<file path="config.mk">
export PLATFORM = sky130hd
export DESIGN_NAME = gpio_apb_arbiter
export DESIGN_NICKNAME = d
export VERILOG_FILES = /design/src/rtl/gpio_apb_arbiter.sv
export SDC_FILE = /design/constraint.sdc
export NUM_CORES = 1
export LEC_CHECK = 0
export CORE_AREA = 2 2 158 160
export CTS_CLUSTER_DIAMETER = 50
export CTS_CLUSTER_SIZE = 40
export DETAILED_ROUTE_END_ITERATION = 8
export DIE_AREA = 0 0 160 162
export PLACE_DENSITY = 0.54
export SYNTH_ARGS = -nofsm -noshare
export SYNTH_HDL_FRONTEND = slang
export SYNTH_SLANG_ARGS = --single-unit
</file>
<file path="constraint.sdc">
create_clock -name clk -period 4.3 [get_ports clk]
set_input_delay 0.645 -clock clk [delete_from_list [all_inputs] [get_ports clk]]
set_output_delay 0.645 -clock clk [all_outputs]
set_load 0.01 [all_outputs]
</file>
<file path="src/rtl/gpio_apb_arbiter.sv">
// Round-robin arbiter that serialises single-register transactions from NUM_REQ
// requesters onto the GPIO APB slave port, filtering addresses the GPIO does not decode.
module gpio_apb_arbiter #(
    parameter int NUM_REQ = 4,
    parameter int ADDR_W  = 32,
    parameter int DATA_W  = 32,
    parameter int PORT_W  = 16
) (
    input  logic                      clk,
    input  logic                      reset,
    input  logic [NUM_REQ-1:0]        req,
    input  logic [NUM_REQ-1:0]        req_write,
    input  logic [NUM_REQ*ADDR_W-1:0] req_addr,
    input  logic [NUM_REQ*DATA_W-1:0] req_wdata,
    output logic [NUM_REQ-1:0]        done,
    output logic [DATA_W-1:0]         rsp_rdata,
    output logic                      rsp_err,
    output logic                      psel,
    output logic                      penable,
    output logic                      pwrite,
    output logic [ADDR_W-1:0]         paddr,
    output logic [DATA_W-1:0]         pwdata,
    input  logic [DATA_W-1:0]         prdata,
    input  logic                      psuberr
);

    localparam int IDX_W = $clog2(NUM_REQ);

    typedef enum logic [2:0] {IDLE, SETUP, ACCESS, CAPTURE, REJECT} state_t;

    state_t             state;
    logic [IDX_W-1:0]   ptr;
    logic [IDX_W-1:0]   winner;
    logic [IDX_W-1:0]   grant_idx;
    logic               grant_found;
    logic               sel_write;
    logic [ADDR_W-1:0]  sel_addr;
    logic [DATA_W-1:0]  sel_wdata;
    logic               addr_ok;
    logic               suberr_prev;
    logic [DATA_W-1:0]  rdata_fwd;
    int unsigned        cand;

    // First asserted request at or after the round-robin pointer.
    always_comb begin
        grant_found = 1'b0;
        grant_idx   = '0;
        cand        = 0;
        for (int unsigned i = 0; i < NUM_REQ; i++) begin
            cand = 32'(ptr) + i;
            if (cand >= NUM_REQ)
                cand = cand - NUM_REQ;
            if (!grant_found && req[IDX_W'(cand)]) begin
                grant_found = 1'b1;
                grant_idx   = IDX_W'(cand);
            end
        end
    end

    always_comb begin
        sel_write = 1'b0;
        sel_addr  = '0;
        sel_wdata = '0;
        for (int unsigned i = 0; i < NUM_REQ; i++) begin
            if (grant_idx == IDX_W'(i)) begin
                sel_write = req_write[i];
                sel_addr  = req_addr[i*ADDR_W +: ADDR_W];
                sel_wdata = req_wdata[i*DATA_W +: DATA_W];
            end
        end
        addr_ok = (sel_addr == '0) || (sel_addr == ADDR_W'(1)) ||
                  (!sel_write && sel_addr == ADDR_W'(2));
    end

    always_ff @(posedge clk or posedge reset) begin
        if (reset) begin
            state       <= IDLE;
            ptr         <= '0;
            winner      <= '0;
            psel        <= 1'b0;
            penable     <= 1'b0;
            pwrite      <= 1'b0;
            paddr       <= '0;
            pwdata      <= '0;
            done        <= '0;
            suberr_prev <= 1'b0;
        end else begin
            done <= '0;
            case (state)
                IDLE: begin
                    if (grant_found) begin
                        winner <= grant_idx;
                        ptr    <= (grant_idx == IDX_W'(NUM_REQ - 1)) ? '0 : grant_idx + 1'b1;
                        pwrite <= sel_write;
                        paddr  <= sel_addr;
                        pwdata <= sel_wdata;
                        if (addr_ok) begin
                            psel  <= 1'b1;
                            state <= SETUP;
                        end else begin
                            done[grant_idx] <= 1'b1;
                            state           <= REJECT;
                        end
                    end
                end
                SETUP: begin
                    suberr_prev <= psuberr;
                    penable     <= 1'b1;
                    state       <= ACCESS;
                end
                ACCESS: begin
                    psel         <= 1'b0;
                    penable      <= 1'b0;
                    done[winner] <= 1'b1;
                    state        <= CAPTURE;
                end
                default: state <= IDLE;
            endcase
        end
    end

    generate
        if (PORT_W < DATA_W) begin : g_wide
            assign rdata_fwd = {prdata[DATA_W-1:PORT_W], prdata[PORT_W-1:0]};
        end else begin : g_narrow
            assign rdata_fwd = prdata;
        end
    endgenerate

    // prdata/psuberr only settle in the cycle after ACCESS, so the response is decoded from state.
    assign rsp_rdata = (state == CAPTURE && !pwrite) ? rdata_fwd : '0;
    assign rsp_err   = (state == CAPTURE) ? (psuberr & ~suberr_prev) : (state == REJECT);

endmodule

</file>
Word-level counts from Yosys, hierarchy flattened
Cells that the tools add are included.

Add/subtract/negate cells: 8. Order comparisons: 12. Equal/unequal tests: 11. Mux-type cells: 49. Bitwise gates (word level): 2. Reductions and logical operators: 21.

Operators by type and width (number): 2-to-1 mux 32 bit (9); equality test 32 x 1 -> 1 bit, second input constant (1); equality test 32 x 2 -> 1 bit, second input constant (1); logical NOT 32 bit (1); < comparator 2 x 3 -> 1 bit, second input constant (6); 2-to-1 mux 2 bit (9); 2-to-1 mux 1 bit (17); >= comparator 3 bit, second input constant (3); one-hot mux 3 bit (3 select lines) (1); binary-select mux 1 bit (select 2 bit) (4); 2-to-1 mux 4 bit (2); one-hot mux 4 bit (2 select lines) (1); subtractor 2 x 1 -> 2 bit, second input constant (4); logical AND 1 bit (7); adder 2 x 2 -> 3 bit, second input constant (2); equality test 3 x 2 -> 1 bit, second input constant (2); 2-to-1 mux 3 bit (2); logical NOT 1 bit (5); demux 1 bit (select 2 bit) (2); equality test 2 bit, second input constant (2); >= comparator 2 x 1 -> 1 bit, second input constant (2); != test 2 bit, second input constant (2); one-hot mux 1 bit (2 select lines) (2); nonzero test 2 bit (2); 13 further kinds (14).

Register bits after elaboration: 79. Output and inout bits: 104.

Depth between registers and ports, before layout
Gate-level depths: netlist (run 1).

Depth after elaboration: 25. Depth in mapped cells: 16.

Worst setup path after synthesis (run 1)
Ideal clock, no wire load.

Path type: input-to-reg. From: in req[0]. To: reg done[0]. Setup time: 0.132 ns. Arrival time: 3.339 ns. Slack: 0.829 ns. Cell stages on the path: 15. Cell sequence: nor2b_1 a21oi_1 nor2_1 a221oi_1 nor2b_1 inv_1 ha_1 or2_1 buf_2 buf_6 a221oi_1 o22ai_1 or4_4 nor3_1 a21oi_1.

Word-level cells in the longest chain between the ends: 23. Elaborated cells between the ends (all ways): 49.

RTL lines: from (decl) (line 11) `input logic [NUM_REQ-1:0] req,`; binary-select mux 1 bit (select 2 bit) (line 53) `if (!grant_found && req[IDX_W'(cand)]) begin`; 2-to-1 mux 1 bit (implied by the code) (line 53); 2-to-1 mux 1 bit (line 53); logical NOT 1 bit (line 53); logical AND 1 bit (line 53); 2-to-1 mux 1 bit (line 53); logical NOT 1 bit (line 53); logical AND 1 bit (line 53); [... 4 more ...]; named net grant_idx[0] (line 34) `logic [IDX_W-1:0] grant_idx;`; logical NOT 2 bit (line 65) `if (grant_idx == IDX_W'(i)) begin`; 2-to-1 mux 32 bit / 2-to-1 mux 1 bit (equally long branches) (4 in a row) (line 65); equality test 32 x 1 -> 1 bit (tied with other cells) (line 71) `addr_ok = (sel_addr == '0) || (sel_addr == ADDR_W'(1)) ||`; logical OR 1 bit / logical AND 1 bit (equally long branches) (line 71, 72); logical OR 1 bit (line 71); 2-to-1 mux 4 bit (*) (line 97) `if (addr_ok) begin`; 2-to-1 mux 4 bit (*) (line 91) `if (grant_found) begin`; one-hot mux 4 bit (2 select lines) (*) (line 89) `case (state)`; to (signal assigned) (line 85) `done <= '0;`; to (signal assigned) (line 88) `done <= '0;`; to (signal, indexed assignment) (line 101) `done[grant_idx] <= 1'b1;`; to (decl) (line 15) `output logic [NUM_REQ-1:0] done,`.

Mark *: on every way through the listed nets, which the timed path passes. The rest lies on a longest branch. The select of a mux whose other input is x is not followed. A chain may end at the register's enable or synchronous reset.

Worst setup path in the final report (run 1)
Same ends and word-level chain as after synthesis.

==> results of run 1 <==
-- synth_stat cells, types with 4 or more instances --
library cell  number
nor4_1             4
nor3_1            37
nand2_1           88
o21ai_0           36
a221oi_1          59
and2_1            32
o31ai_1           27
a21oi_1           49
buf_1              6
ha_1               4
a22oi_1            5
nor2_1            17
buf_2              6
o22ai_1           39
nand2b_1           4
nor2b_1           40
dfrtp_1           79
inv_1              9
clkbuf_1          44
-- placed cells by master (no fill, tap or decap), drive strengths merged, types with 2 or more instances in the layout --
master and count:
nor3 37, nor4 4, a22oi 5, a211oi 2, nor2 18, nor2b 40
nand2b 4, a221o 3, o21ai 36, nand2 88, a21oi 49, or4 2
buf 50, ha 4, o31ai 27, dfrtp 79, a21o 2, inv 9
o22ai 39, clkdlybuf4s50 402, clkinv 2, clkbuf 12, and2 32, a221oi 60
-- cells by family after synthesis --
logic type,Yosys count,share of synthesized area (%)
mux,1,0.223
fa+ha+maj,4,0.991
flops,79,39.1
simple gates,230,22.8
buf+inv,69,5.65
xor+xnor,1,0.173
compound gates,231,31.0
-- through the flow --
stage	util (%)	instance area, µm²	cells	worst slack, ns	setup TNS [ns]
2_1_floorplan	-	5050	615	0.829	0
3_3_place_gp	40.1	9670	1332	0.0292	0
3_5_place_dp	40.1	9670	1332	-0.0167	-0.0278
4_1_cts	41.4	9970	1347	0.310	0
5_1_grt	41.4	9970	1347	0.0585	0
6_report	41.4	9980	1348	0.319	0
-- final timing paths --
kind / from / end / cells after the start / slack (ns)
worst min register to register: paddr[18] / paddr[18] / 2 / 0.48
worst max register to register: ptr[0] / done[0] / 14 / 0.67
worst max-delay path: req[0] / done[0] / 15 / 0.32
max in group asynchronous: reset / pwdata[10] / 3 / 2.68
worst min-delay path: paddr[18] / paddr[18] / 2 / 0.48
min in group asynchronous: reset / paddr[13] / 2 / 0.82
-- layout make-up --
cell class | count | area (µm²) | share of cell area [%]
Clock buffer | 12 | 256 | 2.57
Multi-Input combinational cell | 467 | 2830 | 28.4
Sequential cell | 79 | 1980 | 19.8
Tap cell | 324 | 405 | 4.06
Clock inverter | 3 | 42.5 | 0.426
Inverter | 10 | 40.0 | 0.401
Timing Repair Buffer | 452 | 4420 | 44.3
Antenna cell | 1 | 2.50 | 0.0251
-- worst register-to-register path: stages, from the launching register on --
cell	delay [ns]
dfrtp_1	0.43
nor2b_1	0.09
a21oi_1	0.12
nor2_1	0.05
a221oi_1	0.38
nor2b_1	0.27
inv_1	0.10
ha_2	0.21
or2_1	0.26
buf_4	0.19
a221oi_1	0.33
o22ai_1	0.16
or4_4	0.62
nor3_1	0.22
a21oi_1	0.09
-- routing by layer --
layer	wire, µm	track usage [%]	vias to the layer above
met2	12200	32.6	277
met3	2000	5.85	22
met5	0	0	-
met1	10900	23.4	2891
met4	378	4.30	0
li1	-	-	3103
-- power breakdown --
group	leakage [nW]	total, mW	internal [mW]	switching, mW
logic	2.75	3.47	1.76	1.71
registers	0.993	1.25	1.06	0.192
clock network	0.145	0.792	0.478	0.314
-- registers in the layout, indices dropped and copies added (netlist names) --
| name | flops |
|---|---|
| paddr | 32 |
| pwdata | 32 |
| done | 4 |
| state | 3 |
| ptr | 2 |
| winner | 2 |
| penable | 1 |
| psel | 1 |
| pwrite | 1 |
| suberr_prev | 1 |
-- timing repair --
action | CTS | global route
endpoints found under the hold margin | 0 | 0
endpoints found under the setup margin | 0 | 1
gates resized for setup | 0 | 1
==> out/metrics.cfg, run 1 <==
[run_status]
outcome=complete, no violations

[die]
fp.dieH_um=162
ios=403
die_area_um2=25900
core_um2=24100
start_util_pct=21.0
die_width_um=160
row_count=57

[yosys]
syn_nets=918
avgSynthCellArea_um2=8.21
yosysTopAreaCellShare_pct=39.1
synth_edf_count=0
seq_area_frac_synth_pct=39.1
ys.flop_type=dfrtp_1
syn-instance-count=615
ys_ff_latch=79
synth_area_um2=5050
ys_types=43
ys_top_cells_by_area=dfrtp_1 (39%), a221oi_1 (10%), nand2_1 (6.5%)
synth-async-reset-ratio_pct=100
yosys.area.top_type=dfrtp_1
yosysWarnings=0

[grt]
globalRoute.totalOverflow=0
grt_pass1_vias=6526
grt_max_degree=71
antenna_found_initial=0
grt_use_total_pct=19.0
grt_pass1_wl_um=37800

[cells_and_area]
final_net_count=1322
area_delta_synth_final_pct=97.5
final.fill_count=2554
drive_gt1_share_pct=7.62

[worst_setup_path]
cp_max_fo=11
cp-end-kind=register
worstPathArrival_ns=4.20
path_buf_inv=3
max_stage_delay_ns=0.62
path_delay_family=simple AND/OR/NAND/NOR gates
slowest_stage=or4_4
crit_type=in -> reg
required_ns=4.52
path_cells=clkdlybuf4s50_1, nor2b_1, a21oi_1, nor2_1, a221oi_1, nor2b_1, inv_1, ha_2, or2_1, buf_4, a221oi_1, o22ai_1, or4_4, nor3_1, a21oi_1
crit_path_start_kind=primary input

[placed_design]
port_buffers=402
place_hpwl_um=20200
place.gp.congestion=0.851

[routing]
postRouteAntennaNets=0
initialDrtViolationCount=309
drt_pre_antenna_iters=5
routed_wl_um=25500
detail_route.wl_per_cell_um=18.9
via_per_inst=4.67
dr_total_vias=6293
drc_errors=0

[pwr]
pwr_density_cell_nw_per_um2=553
power.total_mw=5.52
leakagePower_nw=3.89
peakVddDrop_uv=179

[clock_network]
cts.path.max_buffers=2
clkTransAtPathRegs_ns=0.06
clock-sinks=79
cts_made_buffers=9
hold_buffers=0
worst_skew_pair.late_latency_ns=0.34
post_cts_buffers=0
cts_tree=built
root_buffer=clkbuf_16
cts.htree.levels=3

[sta]
relSlewSlack_pct=43.7
fin_crit_sh_pct=92.6
whs_ns=0.476
setup_viol=0
worst_pin_slew_ns=0.845
final_hold_viol_count=0
rsz0062_at_grt=false
finalClockSkew_ns=0.00453
max_freq_mhz=251
period_minus_slack_ns=3.98
slew_viol_final=0

[job]
maxCapViolCount=0

[min_path]
hold_path_class=reg -> reg

(Power assumes the default switching activity.)
==> run 2: changes to the inputs <==
Settings changed: MAX_ROUTING_LAYER set to met4.
==> out/metrics.cfg, run 2 (synthesized netlist as in run 1, its figures left out) <==
[run_status]
outcome=complete, no violations  ; unchanged

[routing]
dr_total_vias=6268  ; was 6293
drt_pre_antenna_iters=5  ; unchanged
via_per_inst=4.65  ; was 4.67
detail_route.wl_per_cell_um=18.9  ; about the same
drc_errors=0  ; unchanged
postRouteAntennaNets=0  ; unchanged
initialDrtViolationCount=349  ; was 309
routed_wl_um=25500  ; about the same

[pwr]
peakVddDrop_uv=180  ; was 179 µV
pwr_density_cell_nw_per_um2=553  ; about the same
power.total_mw=5.52  ; about the same
leakagePower_nw=3.89  ; unchanged

[cells_and_area]
top_regs=paddr (32), pwdata (32), done (4)  ; unchanged
final_cell_mix=clkdlybuf4s50_1 (402), nand2_1 (87), dfrtp_1 (79)  ; unchanged
final_net_count=1322  ; unchanged
final_common_cell=clkdlybuf4s50_1  ; unchanged
drive_gt1_share_pct=7.62  ; unchanged
area_delta_synth_final_pct=97.5  ; unchanged

[clock_network]
cts.path.max_buffers=2  ; unchanged
clkTransAtPathRegs_ns=0.06  ; about the same
cts_made_buffers=9  ; unchanged
clock-sinks=79  ; unchanged
post_cts_buffers=0  ; unchanged
cts_tree=built  ; unchanged
worst_skew_pair.late_latency_ns=0.34  ; about the same
cts.htree.levels=3  ; unchanged
root_buffer=clkbuf_16  ; unchanged

[job]
maxCapViolCount=0  ; unchanged

[min_path]
hold_path_class=reg -> reg  ; unchanged
hold_depth=2  ; unchanged

[grt]
grt_pass1_wl_um=37700  ; was 37800 µm
antenna_found_initial=0  ; unchanged
grt_use_total_pct=19.6  ; was 19.0%
globalRoute.totalOverflow=0  ; unchanged
grt_pass1_vias=6559  ; was 6526
grt_max_degree=71  ; unchanged

[worst_setup_path]
worstPathArrival_ns=4.19  ; was 4.20 ns
crit_path_start_kind=primary input  ; unchanged
cp-end-kind=register  ; unchanged
crit_type=in -> reg  ; unchanged
required_ns=4.52  ; about the same
reg2reg_depth=14  ; unchanged
cp_max_fo=11  ; unchanged

[sta]
slew_viol_final=0  ; unchanged
period_minus_slack_ns=3.97  ; was 3.98 ns
finalClockSkew_ns=0.00510  ; was 0.00453 ns
final_hold_viol_count=0  ; unchanged
worst_pin_slew_ns=0.861  ; was 0.845 ns
relSlewSlack_pct=42.6  ; was 43.7%
setup_viol=0  ; unchanged
rsz0062_at_grt=false  ; unchanged
finalSetupTns_ns=0  ; unchanged
max_freq_mhz=252  ; was 251 MHz
fin_crit_sh_pct=92.3  ; was 92.6%

[die]
ios=403  ; unchanged
core_um2=24100  ; unchanged
start_util_pct=21.0  ; unchanged
fp.dieH_um=162  ; unchanged
row_count=57  ; unchanged
die_width_um=160  ; unchanged
die_area_um2=25900  ; unchanged

[placed_design]
place.gp.congestion=0.867  ; was 0.851
place_hpwl_um=20200  ; unchanged
port_buffers=402  ; unchanged

==> run 2: cell counts in the layout (fill, tap and decap cells not counted) <==
Identical to the previous run, type by type.
==> run 2: final timing paths <==
check / from / endpoint / slack (ns)
setup / recovery: req[0] / done[0] / 0.33
hold / removal: paddr[18] / paddr[18] / 0.48
setup reg to reg: ptr[0] / done[0] / 0.69
hold reg to reg: paddr[18] / paddr[18] / 0.48
max in group asynchronous: reset / pwdata[10] / 2.66
min in group asynchronous: reset / paddr[13] / 0.82
==> run 2: critical path, stage by stage <==
cell and delay [ns]:
clkdlybuf4s50_1 0.42, nor2b_1 0.15, a21oi_1 0.12, nor2_1 0.05, a221oi_1 0.37, nor2b_1 0.27, inv_1 0.10, ha_2 0.21
or2_1 0.26, buf_4 0.18, a221oi_1 0.33, o22ai_1 0.15, or4_4 0.62, nor3_1 0.22, a21oi_1 0.09
==> run 2: final cells by class <==
class,count,area [µm²]
repair buffers,452,4420
multi-input cells,467,2830
inverters,10,40.0
clock buffers,12,256
well taps,324,405
flip-flops and latches,79,1980
diodes,1,2.50
clock inverters,3,42.5
fillers,2554,14100
==> run 2: through the flow <==
| step | utilization (%) | setup slack (ns) | cell area [µm²] | hold WS, ns | std cells |
|---|---|---|---|---|---|
| after floorplan | - | 0.829 | 5050 | 0.470 | 615 |
| after global placement | 40.1 | 0.0292 | 9670 | 0.460 | 1332 |
| after detailed placement | 40.1 | -0.0167 | 9670 | 0.464 | 1332 |
| after CTS | 41.4 | 0.310 | 9970 | 0.479 | 1347 |
| after global routing | 41.4 | 0.0584 | 9970 | 0.499 | 1347 |
| final | 41.4 | 0.332 | 9980 | 0.476 | 1348 |
==> run 2: metal layers <==
metal	GRT usage (%)	vias up	wire length, µm
met5	-	-	0
met4	4.30	0	371
met3	5.57	22	1950
met2	32.5	269	12100
met1	23.7	2879	11100
li1	-	3098	-
==> run 2: power breakdown <==
part	internal [mW]	switching, mW
logic	1.76	1.71
registers	1.06	0.192
clock network	0.478	0.315
total	3.30	2.22
==> run 2: timing repair <==
item                       in CTS  in global routing
hold buffers                    0                  0
setup endpoints to repair       0                  1
gates resized for setup         0                  1
==> run 3: changes to the inputs <==
Settings changed: CTS_CLUSTER_DIAMETER 50 to 40.
==> results of run 3 <==
Final layout, timing and power as in run 2 (identical DEF).
